[src/rtl/mem_arbiter.sv]
// Round-robin owner of the single main memory: I-cache fills vs D-cache fills/write-throughs.
// Grant lands the cycle after a request is seen in IDLE; requesters hold req until their done pulse.
module mem_arbiter #(
  parameter int BLOCK_WORDS = 8,
  parameter int IDX_W       = 3
) (
  input  logic             clk,
  input  logic             rst_n,
  input  logic             icache_req,
  input  logic [15:0]      icache_addr,
  input  logic             dcache_req,
  input  logic             dcache_wr,
  input  logic [15:0]      dcache_addr,
  input  logic [15:0]      dcache_wdata,
  output logic             icache_grant,
  output logic             dcache_grant,
  output logic [15:0]      fill_data,
  output logic [IDX_W-1:0] fill_idx,
  output logic             icache_fill_valid,
  output logic             dcache_fill_valid,
  output logic             icache_done,
  output logic             dcache_done,
  output logic [15:0]      mem_addr,
  output logic             mem_enable,
  output logic             mem_wr,
  output logic [15:0]      mem_wdata,
  input  logic [15:0]      mem_rdata,
  input  logic             mem_data_valid
);

  typedef enum logic [1:0] {IDLE, FILL, WRITE} state_t;

  localparam logic [IDX_W:0]   N_WORDS  = (IDX_W+1)'(BLOCK_WORDS);
  localparam logic [IDX_W-1:0] LAST_IDX = IDX_W'(BLOCK_WORDS - 1);

  state_t           state;
  logic             owner_d;
  logic             d_next;
  logic [15:1]      addr_q;
  logic [15:0]      wdata_q;
  logic [IDX_W:0]   issue_cnt;
  logic [IDX_W-1:0] recv_cnt;
  logic             grant_d;
  logic             issuing;
  logic             last_beat;
  logic             unused_addr_lsb;

  // Byte-address bit 0 never reaches memory; all accesses are word aligned.
  assign unused_addr_lsb = icache_addr[0] ^ dcache_addr[0];

  assign grant_d   = dcache_req && (!icache_req || d_next);
  assign issuing   = (state == FILL) && (issue_cnt < N_WORDS);
  assign last_beat = (state == FILL) && mem_data_valid && (recv_cnt == LAST_IDX);

  always_ff @(posedge clk or negedge rst_n) begin
    if (!rst_n) begin
      state     <= IDLE;
      owner_d   <= 1'b0;
      d_next    <= 1'b1;
      addr_q    <= '0;
      wdata_q   <= '0;
      issue_cnt <= '0;
      recv_cnt  <= '0;
    end else begin
      case (state)
        IDLE: begin
          if (icache_req || dcache_req) begin
            owner_d   <= grant_d;
            d_next    <= !grant_d;
            addr_q    <= grant_d ? dcache_addr[15:1] : icache_addr[15:1];
            wdata_q   <= dcache_wdata;
            issue_cnt <= '0;
            recv_cnt  <= '0;
            state     <= (grant_d && dcache_wr) ? WRITE : FILL;
          end
        end
        FILL: begin
          if (issuing)
            issue_cnt <= issue_cnt + 1'b1;
          if (last_beat) begin
            state     <= IDLE;
            issue_cnt <= '0;
            recv_cnt  <= '0;
          end else if (mem_data_valid) begin
            recv_cnt <= recv_cnt + 1'b1;
          end
        end
        WRITE:   state <= IDLE;
        default: state <= IDLE;
      endcase
    end
  end

  always_comb begin
    icache_grant      = (state != IDLE) && !owner_d;
    dcache_grant      = (state != IDLE) && owner_d;
    fill_data         = '0;
    fill_idx          = '0;
    icache_fill_valid = 1'b0;
    dcache_fill_valid = 1'b0;
    icache_done       = 1'b0;
    dcache_done       = 1'b0;
    mem_addr          = '0;
    mem_enable        = 1'b0;
    mem_wr            = 1'b0;
    mem_wdata         = '0;
    case (state)
      FILL: begin
        if (issuing) begin
          mem_enable = 1'b1;
          mem_addr   = {addr_q[15:1+IDX_W], issue_cnt[IDX_W-1:0], 1'b0};
        end
        if (mem_data_valid) begin
          fill_data         = mem_rdata;
          fill_idx          = recv_cnt;
          icache_fill_valid = !owner_d;
          dcache_fill_valid = owner_d;
          icache_done       = last_beat && !owner_d;
          dcache_done       = last_beat && owner_d;
        end
      end
      WRITE: begin
        mem_enable  = 1'b1;
        mem_wr      = 1'b1;
        mem_addr    = {addr_q, 1'b0};
        mem_wdata   = wdata_q;
        dcache_done = 1'b1;
      end
      default: ;
    endcase
  end

endmodule
[config.mk]
export PLATFORM = sky130hd
export DESIGN_NAME = mem_arbiter
export DESIGN_NICKNAME = d
export VERILOG_FILES = /design/src/rtl/mem_arbiter.sv
export SDC_FILE = /design/constraint.sdc
export NUM_CORES = 1
export LEC_CHECK = 0
export BUFFER_PORTS_ARGS = -buffer_cell sky130_fd_sc_hd__buf_4
export CAP_MARGIN = 20
export CORE_MARGIN = 2
export CORE_UTILIZATION = 25
export DETAILED_ROUTE_END_ITERATION = 16
export SLEW_MARGIN = 20
export SYNTH_ARGS = -nofsm -noshare
export SYNTH_HDL_FRONTEND = slang
export SYNTH_SLANG_ARGS = --single-unit
[constraint.sdc]
create_clock -name clk -period 1.6 [get_ports clk]
set_input_delay 0.24 -clock clk [delete_from_list [all_inputs] [get_ports clk]]
set_output_delay 0.24 -clock clk [all_outputs]
set_load 0.03 [all_outputs]
==> results_dict.tcl <==
set metrics [dict create \
    drt_pre_antenna_iters 5 \
    routed_wl_mm 7.31 \
    final_area_um2 4370 \
    layout-area-overhead-vs-synth_pct 90.0 \
    ys_types 39 \
    via_per_inst 4.63 \
    grt_max_degree 43 \
    overflow 0 \
    p_sw_uw 2700 \
    numCtsBuffers 5 \
    avgSynthCellArea_um2 10.5 \
    cts_buffer_depth 2 \
    rsz0062_at_grt "true" \
    slew_violations 0 \
    fp.dieArea_um2 9990 \
    fin_crit_ns 1.91 \
    crit_fanout 6 \
    placed_cell_area_um2 3610 \
    io_pins 129 \
    place.detailed.instances 470 \
    cts_tree "yes" \
    synthCells 219 \
    clkTransAtPathRegs_ns 0.08 \
    gr-usage-all-layers_pct 13.7 \
    pwr-share-comb_pct 63.8 \
    fin_nets 458 \
    finClkSkew_ns 0.00431 \
    timing.final.ws_setup_ns -0.310 \
    ant_nets 0 \
    clock_latency_ns 0.28 \
    p_int_uw 4600 \
    grt_pass1_vias 2322 \
    hold_violations 0 \
    p_per_area_nw_per_um2 1670 \
    std_cell_rows 35 \
    clock-sinks 42 \
    vias 2288 \
    status "complete, but fails checks" \
    crit_type "reg2out" \
    finalSetupViolations 65 \
    vdd_drop_max_v 0.000701 \
    cts-root-buf "clkbuf_8" \
    dpl.hpwl_mm 4.80 \
    fp.dieW_um 99.9 \
    layout_commonest_cell "buf_4" \
    drv_cap 0 \
    syn-num-nets 295 \
    required_ns 1.36 \
    final_cells 494 \
    pwr-share-clk_pct 11.3 \
    min_period_over_period_pct 119 \
    io_buffer_count 125 \
    core_area_um2 9060 \
    swShare_pct 37.0 \
    drcViolationCount 0 \
    layout_common_cells "93 x buf_4, 66 x buf_6, 41 x dfrtp_1, 29 x and2_1, 17 x and3_4" \
    power_frac_seq_pct 24.9 \
    n_antenna_cell 0 \
    ys_seq_area_share_pct 45.7 \
    worst_slew_pin_slew_ns 0.567 \
    violations "negative setup slack" \
    leakage_uw 0.00208 \
    syn_area_um2 2300 \
    yosys_warnings 0 \
    startpoint_type "flop" \
    first_iter_violations 31 \
    yosys-top-cells-area "dfrtp_1 45%, and2_1 12%, mux2_2 7.8%" \
    start_util_pct 25.4 \
    ys_seq_elements 42 \
    fmax_mhz 523 \
    yosys.area.top_type "dfrtp_1" \
    synth_top_area_share_pct 44.6 \
    drive_gt1_share_pct 65.5 \
    crit_arrival_ns 1.67 \
    die_h_um 99.9 \
    hold_class "in2reg" \
    grt_pass1_wl_mm 11.1 \
    wl_per_cell_um 14.8 \
    htree_levels 2 \
    antenna_found_initial 0 \
    gp_congestion 0.753 \
    slew_headroom_pct 62.2 \
    end_kind "output port" \
]
==> routing by layer <==
layer,vias up,part of all wire (%),wire length [um],GRT usage [%]
met5,-,0,0,0
met4,0,0.81,59,2.53
met3,6,5.0,362,2.99
met2,64,52,3780,24.1
met1,1105,42,3100,17.5
li1,1113,-,-,-
==> power groups by stage <==
stage | combinational, uW | clock (uW) | sequential [uW]
6_report | 4650 | 824 | 1820
5_1_grt | 4980 | 892 | 1890
4_1_cts | 4150 | 859 | 1820
3_5_place_dp | 3530 | 0 | 1810
3_3_place_gp | 3470 | 0 | 1800
2_1_floorplan | 2220 | 0 | 1750
==> worst max-delay path, stage by stage, from the launching register on <==
cell and delay [ns]:
dfrtp_1 0.42, ha_4 0.18, nor2b_4 0.13, o21a_4 0.25, buf_16 0.14, and2_4 0.13, buf_6 0.13
==> timing repair <==
item                       4_1_cts  5_1_grt
pin swaps                       19        3
hold endpoints to repair        41        0
hold buffers                     1        0
resized for setup               89       31
setup buffers                    4        6
setup endpoints to repair       79       99
gates cloned                     2        4
==> final cells by class <==
type / count / area (um^2)
Inverter: 4 / 15.0
Timing Repair Buffer: 169 / 1650
Multi-Input combinational cell: 160 / 1410
Fill cell: 831 / 4690
Clock buffer: 7 / 76.3
Tap cell: 111 / 139
Clock inverter: 1 / 30.0
Sequential cell: 42 / 1050
==> cells by family (layout without fill, tap and decap cells) <==
kind of cell	after synthesis	count (layout)	share of synthesized area [%]
compound gates	38	40	13.6
buf+inv	19	181	4.30
flops	42	42	45.7
simple gates	97	97	25.1
fa+ha+maj	6	6	3.26
other cells	1	1	0.163
mux	16	16	7.83
==> path summary, 6_finish.rpt <==
check	start	endpoint	slack, ns	cells past startpoint
min in group asynchronous	rst_n	wdata_q[5]$_DFFE_PN0P_	0.50	2
setup reg to reg	state[0]$_DFFE_PN0P_	recv_cnt[2]$_DFFE_PN0P_	-0.20	6
max in group asynchronous	rst_n	d_next$_DFFE_PN1P_	0.71	2
hold reg to reg	wdata_q[2]$_DFFE_PN0P_	wdata_q[2]$_DFFE_PN0P_	0.50	1
hold / removal	icache_addr[3]	addr_q[3]$_DFFE_PN0P_	0.18	2
setup / recovery	state[0]$_DFFE_PN0P_	mem_addr[7]	-0.31	6
==> cell usage after synthesis (all sizes together) <==
cell type and count:
and2 44, dfrtp 41, and3 21, mux2 16
a221o 15, buf 8, clkbuf 7, nand2 7
nor2b 7, ha 6, nor2 6, inv 4
o21ai 4, a22o 3, a22oi 3, nand2b 3
a21o 2, a21oi 2, nand3 2, o22ai 2
or2 2, a211oi 1, a21boi 1, conb 1
dfstp 1, nand3b 1, nor3 1, nor3b 1
o21a 1, o22a 1, o2bb2ai 1, o31ai 1
o32ai 1, or4 1, or4b 1
==> sequential cells by signal (all words and copies together), names as in the netlist <==
| name | cells |
|---|---|
| addr_q | 15 |
| d_next | 1 |
| issue_cnt | 4 |
| owner_d | 1 |
| recv_cnt | 3 |
| state | 2 |
| wdata_q | 16 |
==> through the flow <==
step | setup WS [ns] | setup TNS, ns | hold slack, ns | utilization [%] | power, uW
after global placement | -0.0913 | -1.51 | 0.273 | 39.8 | 5270
final | -0.310 | -12.71 | 0.177 | 48.2 | 7300
after global routing | -0.372 | -19.16 | 0.164 | 48.2 | 7770
after CTS | -0.309 | -11.82 | 0.162 | 45.5 | 6820
after floorplan | -0.0257 | -0.231 | -0.0556 | - | 3970
after detailed placement | -0.0998 | -1.83 | 0.275 | 39.8 | 5340
Power figures use the tool's default switching activity.
